### src/rtl/mem_req_pkg.sv
// Shared constants, request kinds and the round-robin pointer helper for the memory port requester.
package mem_req_pkg;

  localparam int MEM_RSP_LATENCY = 2;

  typedef enum logic {
    REQ_READ  = 1'b0,
    REQ_WRITE = 1'b1
  } req_kind_e;

  function automatic int rr_next(input int last_grant, input int n);
    return (last_grant + 1 >= n) ? 0 : last_grant + 1;
  endfunction

endpackage

### src/rtl/mem_port_requester_rr_port_allocator.sv
// Combinational round-robin allocator: the k-th eligible client, scanning from rr_ptr, gets port k.
module rr_port_allocator #(
  parameter int N_CLIENTS = 3,
  parameter int N_PORTS   = 2,
  parameter int CW        = 2
) (
  input  logic [N_CLIENTS-1:0]         elig,
  input  logic [CW-1:0]                rr_ptr,
  output logic [N_PORTS-1:0]           port_en,
  output logic [N_PORTS-1:0][CW-1:0]   port_client,
  output logic [N_CLIENTS-1:0]         grant
);

  int pos  [N_CLIENTS];
  int rank [N_CLIENTS];

  // pos = distance from rr_ptr in scan order; rank = eligible clients scanned before this one
  always_comb begin
    grant       = '0;
    port_en     = '0;
    port_client = '0;
    for (int c = 0; c < N_CLIENTS; c++) begin
      pos[c] = c - int'(rr_ptr);
      if (pos[c] < 0) pos[c] = pos[c] + N_CLIENTS;
    end
    for (int c = 0; c < N_CLIENTS; c++) begin
      rank[c] = 0;
      for (int c2 = 0; c2 < N_CLIENTS; c2++) begin
        if (elig[c2] && (pos[c2] < pos[c])) rank[c] = rank[c] + 1;
      end
    end
    for (int c = 0; c < N_CLIENTS; c++) begin
      for (int p = 0; p < N_PORTS; p++) begin
        if (elig[c] && (rank[c] == p)) begin
          grant[c]       = 1'b1;
          port_en[p]     = 1'b1;
          port_client[p] = CW'(c);
        end
      end
    end
  end

endmodule

### src/rtl/mem_port_requester.sv
// Round-robin requester: maps client read/write requests onto memory ports and returns read data.
// Build option: define MEM_REQ_BYPASS_EN to forward same-cycle write data to a matching read.
module mem_port_requester
  import mem_req_pkg::*;
#(
  parameter int WIDTH         = 32,
  parameter int N             = 4,
  parameter int N_READ_PORTS  = 2,
  parameter int N_WRITE_PORTS = 1,
  parameter int N_CLIENTS     = 3,
  localparam int AW           = (N > 1) ? $clog2(N) : 1
) (
  input  logic                                   clk,
  input  logic                                   reset,
  input  logic [N_CLIENTS-1:0]                   req_valid,
  output logic [N_CLIENTS-1:0]                   req_ready,
  input  logic [N_CLIENTS-1:0]                   req_we,
  input  logic [N_CLIENTS-1:0][AW-1:0]           req_adr,
  input  logic [N_CLIENTS-1:0][WIDTH-1:0]        req_wdata,
  output logic [N_CLIENTS-1:0]                   rsp_valid,
  input  logic [N_CLIENTS-1:0]                   rsp_ready,
  output logic [N_CLIENTS-1:0][WIDTH-1:0]        rsp_data,
  output logic [N_READ_PORTS-1:0]                mem_read_en,
  output logic [N_READ_PORTS-1:0][AW-1:0]        mem_read_adr,
  output logic [N_WRITE_PORTS-1:0]               mem_write_en,
  output logic [N_WRITE_PORTS-1:0][AW-1:0]       mem_write_adr,
  output logic [N_WRITE_PORTS-1:0][WIDTH-1:0]    mem_data_in,
  input  logic [N_READ_PORTS-1:0][WIDTH-1:0]     mem_data_out
);

  localparam int CW = (N_CLIENTS > 1) ? $clog2(N_CLIENTS) : 1;
  localparam int PW = (N_READ_PORTS > 1) ? $clog2(N_READ_PORTS) : 1;

  // Handshake: a request transfers in the cycle req_valid & req_ready; a response
  // transfers in the cycle rsp_valid & rsp_ready and stays stable until then.

  logic [N_CLIENTS-1:0]                rd_elig, wr_elig, rd_grant, wr_grant;
  logic [N_READ_PORTS-1:0]             rd_port_en;
  logic [N_READ_PORTS-1:0][CW-1:0]     rd_port_client;
  logic [N_WRITE_PORTS-1:0]            wr_port_en;
  logic [N_WRITE_PORTS-1:0][CW-1:0]    wr_port_client;

  logic [CW-1:0]                       rr_ptr_q, rr_ptr_d;
  logic [N_CLIENTS-1:0]                inflight_q, inflight_d;
  logic [N_CLIENTS-1:0][PW-1:0]        rd_port_q, rd_port_d;
  logic [N_CLIENTS-1:0]                rsp_valid_q, rsp_valid_d;
  logic [N_CLIENTS-1:0][WIDTH-1:0]     rsp_data_q, rsp_data_d;
`ifdef MEM_REQ_BYPASS_EN
  logic [N_CLIENTS-1:0]                byp_hit_q, byp_hit_d;
  logic [N_CLIENTS-1:0][WIDTH-1:0]     byp_data_q, byp_data_d;
`endif

  int rr_pos;
  int rr_best;

  // Reset gates eligibility so every grant and memory enable drops at once.
  always_comb begin
    for (int c = 0; c < N_CLIENTS; c++) begin
      wr_elig[c] = !reset && req_valid[c] && (req_kind_e'(req_we[c]) == REQ_WRITE);
      rd_elig[c] = !reset && req_valid[c] && (req_kind_e'(req_we[c]) == REQ_READ) &&
                   !inflight_q[c] && !(rsp_valid_q[c] && !rsp_ready[c]);
    end
  end

  rr_port_allocator #(.N_CLIENTS(N_CLIENTS), .N_PORTS(N_READ_PORTS), .CW(CW)) u_rd_alloc (
    .elig        (rd_elig),
    .rr_ptr      (rr_ptr_q),
    .port_en     (rd_port_en),
    .port_client (rd_port_client),
    .grant       (rd_grant)
  );

  rr_port_allocator #(.N_CLIENTS(N_CLIENTS), .N_PORTS(N_WRITE_PORTS), .CW(CW)) u_wr_alloc (
    .elig        (wr_elig),
    .rr_ptr      (rr_ptr_q),
    .port_en     (wr_port_en),
    .port_client (wr_port_client),
    .grant       (wr_grant)
  );

  assign req_ready    = rd_grant | wr_grant;
  assign mem_read_en  = rd_port_en;
  assign mem_write_en = wr_port_en;
  assign rsp_valid    = rsp_valid_q;
  assign rsp_data     = rsp_data_q;

  always_comb begin
    mem_read_adr  = '0;
    mem_write_adr = '0;
    mem_data_in   = '0;
    for (int p = 0; p < N_READ_PORTS; p++) begin
      for (int c = 0; c < N_CLIENTS; c++) begin
        if (rd_port_en[p] && (rd_port_client[p] == CW'(c))) mem_read_adr[p] = req_adr[c];
      end
    end
    for (int w = 0; w < N_WRITE_PORTS; w++) begin
      for (int c = 0; c < N_CLIENTS; c++) begin
        if (wr_port_en[w] && (wr_port_client[w] == CW'(c))) begin
          mem_write_adr[w] = req_adr[c];
          mem_data_in[w]   = req_wdata[c];
        end
      end
    end
  end

  // The pointer moves past whichever granted client (read or write) sits last in scan order.
  always_comb begin
    rr_ptr_d = rr_ptr_q;
    rr_best  = -1;
    rr_pos   = 0;
    for (int c = 0; c < N_CLIENTS; c++) begin
      rr_pos = c - int'(rr_ptr_q);
      if (rr_pos < 0) rr_pos = rr_pos + N_CLIENTS;
      if (req_ready[c] && (rr_pos > rr_best)) begin
        rr_best  = rr_pos;
        rr_ptr_d = CW'(rr_next(c, N_CLIENTS));
      end
    end
  end

  // A granted client is ineligible while in flight, so inflight lasts exactly one cycle.
  always_comb begin
    inflight_d = rd_grant;
    rd_port_d  = rd_port_q;
    for (int c = 0; c < N_CLIENTS; c++) begin
      for (int p = 0; p < N_READ_PORTS; p++) begin
        if (rd_port_en[p] && (rd_port_client[p] == CW'(c))) rd_port_d[c] = PW'(p);
      end
    end
  end

`ifdef MEM_REQ_BYPASS_EN
  // Ascending port order lets the highest matching write port win.
  always_comb begin
    byp_hit_d  = '0;
    byp_data_d = '0;
    for (int c = 0; c < N_CLIENTS; c++) begin
      for (int w = 0; w < N_WRITE_PORTS; w++) begin
        if (rd_grant[c] && wr_port_en[w] && (mem_write_adr[w] == req_adr[c])) begin
          byp_hit_d[c]  = 1'b1;
          byp_data_d[c] = mem_data_in[w];
        end
      end
    end
  end
`endif

  always_comb begin
    rsp_valid_d = rsp_valid_q;
    rsp_data_d  = rsp_data_q;
    for (int c = 0; c < N_CLIENTS; c++) begin
      if (rsp_valid_q[c] && rsp_ready[c]) rsp_valid_d[c] = 1'b0;
      if (inflight_q[c]) begin
        rsp_valid_d[c] = 1'b1;
        for (int p = 0; p < N_READ_PORTS; p++) begin
          if (rd_port_q[c] == PW'(p)) rsp_data_d[c] = mem_data_out[p];
        end
`ifdef MEM_REQ_BYPASS_EN
        if (byp_hit_q[c]) rsp_data_d[c] = byp_data_q[c];
`endif
      end
    end
  end

  always_ff @(posedge clk or posedge reset) begin
    if (reset) begin
      rr_ptr_q    <= '0;
      inflight_q  <= '0;
      rd_port_q   <= '0;
      rsp_valid_q <= '0;
      rsp_data_q  <= '0;
`ifdef MEM_REQ_BYPASS_EN
      byp_hit_q   <= '0;
      byp_data_q  <= '0;
`endif
    end else begin
      rr_ptr_q    <= rr_ptr_d;
      inflight_q  <= inflight_d;
      rd_port_q   <= rd_port_d;
      rsp_valid_q <= rsp_valid_d;
      rsp_data_q  <= rsp_data_d;
`ifdef MEM_REQ_BYPASS_EN
      byp_hit_q   <= byp_hit_d;
      byp_data_q  <= byp_data_d;
`endif
    end
  end

endmodule

### config.mk
export PLATFORM = sky130hd
export DESIGN_NAME = mem_port_requester
export DESIGN_NICKNAME = d
export VERILOG_FILES = /design/src/rtl/mem_req_pkg.sv /design/src/rtl/mem_port_requester_rr_port_allocator.sv /design/src/rtl/mem_port_requester.sv
export SDC_FILE = /design/constraint.sdc
export NUM_CORES = 1
export LEC_CHECK = 0
export ABC_AREA = 1
export BUFFER_PORTS_ARGS = -buffer_cell sky130_fd_sc_hd__buf_2
export CORE_AREA = 2 2 126 128
export DETAILED_ROUTE_END_ITERATION = 7
export DIE_AREA = 0 0 128 130
export PLACE_DENSITY = 0.82
export SETUP_SLACK_MARGIN = 0.2
export SLEW_MARGIN = 20
export SYNTH_ARGS = -nofsm -noshare
export SYNTH_HDL_FRONTEND = slang
export SYNTH_SLANG_ARGS = --single-unit
### constraint.sdc
create_clock -name clk -period 10.23 [get_ports clk]
set_clock_uncertainty 0.05 [all_clocks]
set_input_delay 1.5345 -clock clk [delete_from_list [all_inputs] [get_ports clk]]
set_output_delay 1.5345 -clock clk [all_outputs]
set_load 0.005 [all_outputs]
== Word level (Yosys, flattened, before mapping) ==
Cells that the tools add are included.
Word-level totals
  flip-flop bits (word level): 107
  bits in latches: 0
  RAM bits: 0
  ROM bits: 0
  output and inout bits: 143
  memories: 0
Cells by class
  add/subtract/negate cells: 18
  multiply operators: 0
  div/mod/pow operators: 0
  magnitude comparators: 15
  equality and inequality tests: 9
  shift operators: 0
  mux-type cells: 75
  bitwise operators: 4
  reductions and logical operators: 86
Operators with widths (count)
  2-to-1 mux 32 bit: 23
  < comparator 32 bit: 9
  adder 32 x 2 -> 32 bit (second input constant): 6
  logical NOT 32 bit: 6
  equality test 32 x 2 -> 1 bit (second input constant): 3
  adder 32 x 3 -> 32 bit (second input constant): 2
  > comparator 32 bit: 2
  < comparator 32 x 1 -> 1 bit (second input constant): 2
  logical AND 1 bit: 60
  2-to-1 mux 1 bit: 37
  > comparator 32 x 1 -> 1 bit (second input constant): 1
  2-to-1 mux 2 bit: 15
  adder 1 x 1 -> 2 bit (second input constant): 6
  nonzero test 2 bit: 6
  logical NOT 1 bit: 10
  equality test 2 x 1 -> 1 bit (second input constant): 3
  equality test 2 bit (second input constant): 3
  logical NOT 2 bit: 3
  subtractor 1 x 2 -> 3 bit (first input constant): 2
  adder 3 x 3 -> 4 bit (second input constant): 1
  < comparator 3 x 1 -> 1 bit (second input constant): 1
  NOT 1 bit: 3
  bitwise OR 3 bit: 1
  nonzero test 3 bit: 1
  subtractor 2 x 2 -> 3 bit (first input constant): 1

== Depth between registers and ports, before layout ==
  depth after elaboration: 24
  mapped depth: 31
  mapped depth without buffers: 31

== Hierarchy ==
A second synthesis with hierarchy kept.
Unflattened totals
  cell total of the unflattened synthesis: 860
  area total of the unflattened synthesis: 6242.2 um^2
By module, submodules not included
  mem_port_requester: times used 1, cells each 803, area each 5905.7 um^2, seq. area each 2677.6 um^2
  rr_port_allocator (u_rd_alloc): times used 1, cells each 33, area each 190.2 um^2, seq. area each 0.0 um^2
  rr_port_allocator (u_wr_alloc): times used 1, cells each 24, area each 146.4 um^2, seq. area each 0.0 um^2

== Least setup slack after synthesis ==
OpenSTA, ideal clock, no wires.
  path type: input to register
  start point: input port reset
  end point: register rr_ptr_q[0]
  library setup time: 0.069 ns
  data arrival time: 5.137 ns
  data required time: 10.111 ns
  slack: 4.974 ns
  stages on the path: 30
  path through: inv_2 -> buf_6 -> nand3_1 -> nor2_4 -> nand2_1 -> ha_1 -> o21ai_2 -> nand2_4 -> inv_2 -> nor2_2 -> ha_1 -> nand2_1 -> nand2_1 -> nand2_1 -> nand2_1 -> a21oi_1 -> nand2_4 -> nand2_2 -> nand2_1 -> nand2_1 -> ha_1 -> nand2_1 -> nand2_1 -> nand2_1 -> nand2_1 -> nand2_1 -> nand2_1 -> nand3_1 -> nand2_1 -> nor2_2
Between the ends
  word-level cells in the longest chain between the ends: 24
  elaborated cells between the ends (all ways): 102
  those cells by class: add/sub: 12; order compare: 2; eq/ne: 3; mux: 31; bitwise: 1; reduce/logical: 53
RTL lines
  start: declaration: RTL line mem_port_requester.sv:14  | input logic reset,
  logical NOT 1 bit (no source line) *
  logical AND 1 bit: RTL line mem_port_requester.sv:59, mem_port_requester.sv:60
  logical AND 1 bit (2 in series): RTL line mem_port_requester.sv:60  | rd_elig[c] = !reset && req_valid[c] && (req_kind_e'(req_we[c]) == REQ_READ) &&
  logical AND 1 bit: RTL line mem_port_requester.sv:61  | !inflight_q[c] && !(rsp_valid_q[c] && !rsp_ready[c]);
  logical AND 1 bit: RTL line mem_port_requester_rr_port_allocator.sv:29  | if (elig[c2] && (pos[c2] < pos[c])) rank[c] = rank[c] + 1;
  2-to-1 mux 1 bit: RTL line mem_port_requester_rr_port_allocator.sv:29
  adder 1 x 1 -> 2 bit: RTL line mem_port_requester_rr_port_allocator.sv:29
  2-to-1 mux 32 bit: RTL line mem_port_requester_rr_port_allocator.sv:29
  (+7 left out)
  via req_ready[0]: RTL line mem_port_requester.sv:16  | output logic [N_CLIENTS-1:0] req_ready,
  logical AND 1 bit *: RTL line mem_port_requester.sv:114  | if (req_ready[c] && (rr_pos > rr_best)) begin
  2-to-1 mux 32 bit: RTL line mem_port_requester.sv:114
  > comparator 32 bit: RTL line mem_port_requester.sv:114
  logical AND 1 bit: RTL line mem_port_requester.sv:114
  2-to-1 mux 32 bit: RTL line mem_port_requester.sv:114
  > comparator 32 bit: RTL line mem_port_requester.sv:114
  logical AND 1 bit: RTL line mem_port_requester.sv:114
  nonzero test 3 bit (no source line) / 2-to-1 mux 2 bit (equally long branches)
  end signal: assignment: RTL line mem_port_requester.sv:177  | rr_ptr_q <= rr_ptr_d;
  end: declaration: RTL line mem_port_requester.sv:43  | logic [CW-1:0] rr_ptr_q, rr_ptr_d;
Mark *: on every way through the listed nets, which the timed path passes. The rest lies on a longest branch.
A chain may end at the register's enable or synchronous reset.

==> flow_metrics.py <==
metrics = {
    "setup_path": {
        "max_stage_delay_ns": 0.46,
        "cp_max_fo": 55,
        "rr_worst_depth": 30,
        "required_ns": 8.65,
        "cp_top_family": "simple AND/OR/NAND/NOR gates",
        "start_kind": "primary input",
        "worst-r2r-setup-slack_ns": 5.65,
        "r2r_start": "inflight_q[1]$_DFF_PP0_",
        "cpMostUsedCell": "nand2_1",
        "worstReg2RegEnd": "rr_ptr_q[0]$_DFFE_PP0P_",
        "crit_buf_inv": 3,
        "path_cells": "buf_2 > inv_4 > nand3_1 > nor2_2 > nand2_1 > ha_1 > nand2_1 > nand2_1 > nor2_1 > nand2_1 > o211ai_1 > buf_2",
        "crit_type": "in -> out",
        "crit_arrival_ns": 3.67,
        "end_kind": "output port",
        "slowest_stage": "inv_4",
    },
    "clock_network": {
        "cts-htree-levels": 3,
        "numCtsBuffers": 9,
        "clkLatencyLatePin_ns": 0.34,
        "clock_sinks": 107,
        "clkSlewWorstSetupHoldPaths_ns": 0.07,
        "root_buffer": "clkbuf_16",
        "cts.path.max_buffers": 2,
        "cts_resized": 0,
        "tritoncts": "built",
        "postCtsHoldBufs": 0,
        "cts_setup_buffers": 0,
    },
    "drt": {
        "drc": 0,
        "wl_per_cell_um": 17.5,
        "vias": 7190,
        "routed_via_density": 5.33,
        "wl_mm": 23.7,
        "wl_met2_mm": 12.1,
        "wl_met1_mm": 8.76,
        "route.met3.wl_mm": 2.01,
        "drtIter0Drc": 558,
        "antenna_left": 0,
        "highest_layer": "met4",
        "dr.pass1.iters": 5,
    },
    "timing": {
        "fmaxAchievable_ghz": 0.190,
        "slew_viol_final": 0,
        "period_share": 0.514,
        "hold_violations": 0,
        "worst_pin_slew_ns": 0.812,
        "setup_tns_ns": 0,
        "max_slew_margin": 0.458,
        "holdWs_ns": 0.428,
        "setup_ws_ns": 4.98,
        "final-setup-viol-count": 0,
        "rsz0062_at_grt": "no",
        "finalCriticalPeriod_ns": 5.25,
    },
    "synthesis": {
        "yosysUniqueCellTypes": 31,
        "synth-edff-count": 0,
        "ys.flop_type": "dfrtp_1",
        "syn_area_per_cell_um2": 7.31,
        "synthCells": 853,
        "synth_warnings": 0,
        "ys_ff_latch": 107,
        "syn_area_mm2": 0.00623,
        "async_reset_ff_frac": 1.00,
        "synth-seq-area-share": 0.430,
    },
    "worst_hold_path": {
        "min_to": "rsp_data[49]$_DFFE_PP0P_",
        "hold_start": "rsp_data[49]$_DFFE_PP0P_",
        "hp-class": "reg -> reg",
        "hold_path_depth": 2,
    },
    "cells_and_area": {
        "drive_above_1_share": 0.343,
        "synthToLayoutAreaGrowth_pct": 32.8,
        "nets": 1344,
        "design_area_mm2": 0.00828,
        "nFillCells": 1486,
    },
    "power_and_ir_drop": {
        "leakage_nw": 4.51,
        "ir_worst_vdd_mv": 0.118,
        "pwr_density_cell_mw_per_mm2": 194,
        "total_power_mw": 1.60,
    },
    "floorplanning": {
        "start_util": 0.404,
        "die_h_um": 130,
        "dieArea_mm2": 0.0166,
        "pin_count": 320,
        "rows": 46,
        "core_mm2": 0.0154,
        "die_x_um": 128,
    },
    "placed_design": {
        "io_buffers": 319,
        "post_dp_cell_area_mm2": 0.00794,
        "finalWeightedCongestion": 0.915,
        "dp_hpwl_mm": 16.6,
        "pre_cts_slack_ns": 4.74,
    },
    "job": {
        "cap_violations": 0,
    },
    "grt": {
        "track_usage": 0.270,
        "gr-total-overflow": 0,
        "grt_antenna_before_repair": 3,
        "grt_max_degree": 64,
        "grt_first_pass_wirelength_mm": 35.0,
        "grt_pass1_vias": 6786,
    },
    "run_status": {
        "outcome": "finished clean",
    },
}
cell usage after synthesis, types with 3 or more instances:
library cell	n	area [um2]
o21ai_1	8	40.0
dfrtp_1	107	2680
nand2_1	247	927
clkbuf_1	31	116
nor2_4	3	33.8
ha_1	19	238
nand2_4	4	45.0
nand3_2	12	120
buf_2	6	30.0
o21ai_0	186	931
nand4_1	4	25.0
nand2_2	13	81.3
buf_1	5	18.8
inv_2	9	33.8
buf_6	4	45.0
nor2_1	104	390
inv_1	31	116
nand3_1	40	200
nor2_2	5	31.3
sequential cells by signal, indices dropped and copies added (netlist names):
| signal | count |
|---|---|
| rsp_valid | 3 |
| rd_port_q | 3 |
| inflight_q | 3 |
| rsp_data | 96 |
| rr_ptr_q | 2 |
placed cells by master, fill, tap and decap left out, types with 2 or more instances in the layout:
| cell | count |
|---|---|
| nor2_4 | 3 |
| o21ai_0 | 186 |
| o21ai_1 | 8 |
| ha_1 | 19 |
| inv_2 | 8 |
| nand3_1 | 40 |
| bufinv_16 | 2 |
| o21ai_2 | 2 |
| inv_1 | 31 |
| nand3_2 | 12 |
| nand2_4 | 4 |
| diode_2 | 4 |
| nor2_2 | 5 |
| buf_4 | 10 |
| clkbuf_16 | 9 |
| o211ai_1 | 2 |
| a21oi_1 | 2 |
| conb_1 | 2 |
| nor2_1 | 104 |
| nand4_1 | 4 |
| nand2_2 | 13 |
| buf_2 | 319 |
| dfrtp_1 | 107 |
| nand2_1 | 247 |
cell families after synthesis:
group	count (synthesis)	synth area share
AO/OA/AOI/OAI	204	0.167
AND/OR/NAND/NOR	436	0.307
buffers and inverters	86	0.0578
flip-flops	107	0.430
other	1	0.000602
adder cells (fa/ha/maj)	19	0.0381
worst max-delay path by stage:
stage | from | end | cells past startpoint | slack (ns)
CTS | reset | mem_read_adr[2] | 12 | 4.94
finish | reset | mem_read_adr[2] | 12 | 4.98
global route | reset | mem_read_adr[2] | 12 | 4.67
global placement | reset | rr_ptr_q[0]$_DFFE_PP0P_ | 30 | 4.87
floorplan | reset | rr_ptr_q[0]$_DFFE_PP0P_ | 30 | 4.97
detailed placement | reset | rr_ptr_q[0]$_DFFE_PP0P_ | 30 | 4.74
report_power, final:
part | switching (mW) | internal (mW)
Combinational | 0.353 | 0.230
Clock | 0.164 | 0.218
Sequential | 0.0774 | 0.559
Total | 0.595 | 1.01
area by class of cell:
type                       instances  area (um2)  share of cell area
timing repair buffer             329        1670               0.202
inverter                          40         153              0.0184
clock buffer                      10         229              0.0277
sequential                       107        2680               0.324
multi-input combinational        661        3200               0.387
tap                              192         240              0.0290
clock inverter                     6        96.3              0.0116
antenna                            4        10.0             0.00121
per-stage QoR:
stage,instances,utilization
finish,1349,0.537
global route,1348,0.536
global placement,1329,0.515
detailed placement,1329,0.515
CTS,1345,0.536
floorplan,854,-
routing by layer:
metal  up-vias  GRT usage
met5         -          0
met3        57     0.0517
met2       424      0.492
met4         0      0.113
met1      3337      0.311
li1       3372          -
worst register-to-register path, delay by kind of cell (launching register included):
kind / cells / cell delay, ns
buf+inv: 3 / 0.97
simple gates: 22 / 1.85
compound gates: 2 / 0.42
fa+ha+maj: 3 / 0.85
flops: 1 / 0.36
(Power assumes the default switching activity.)
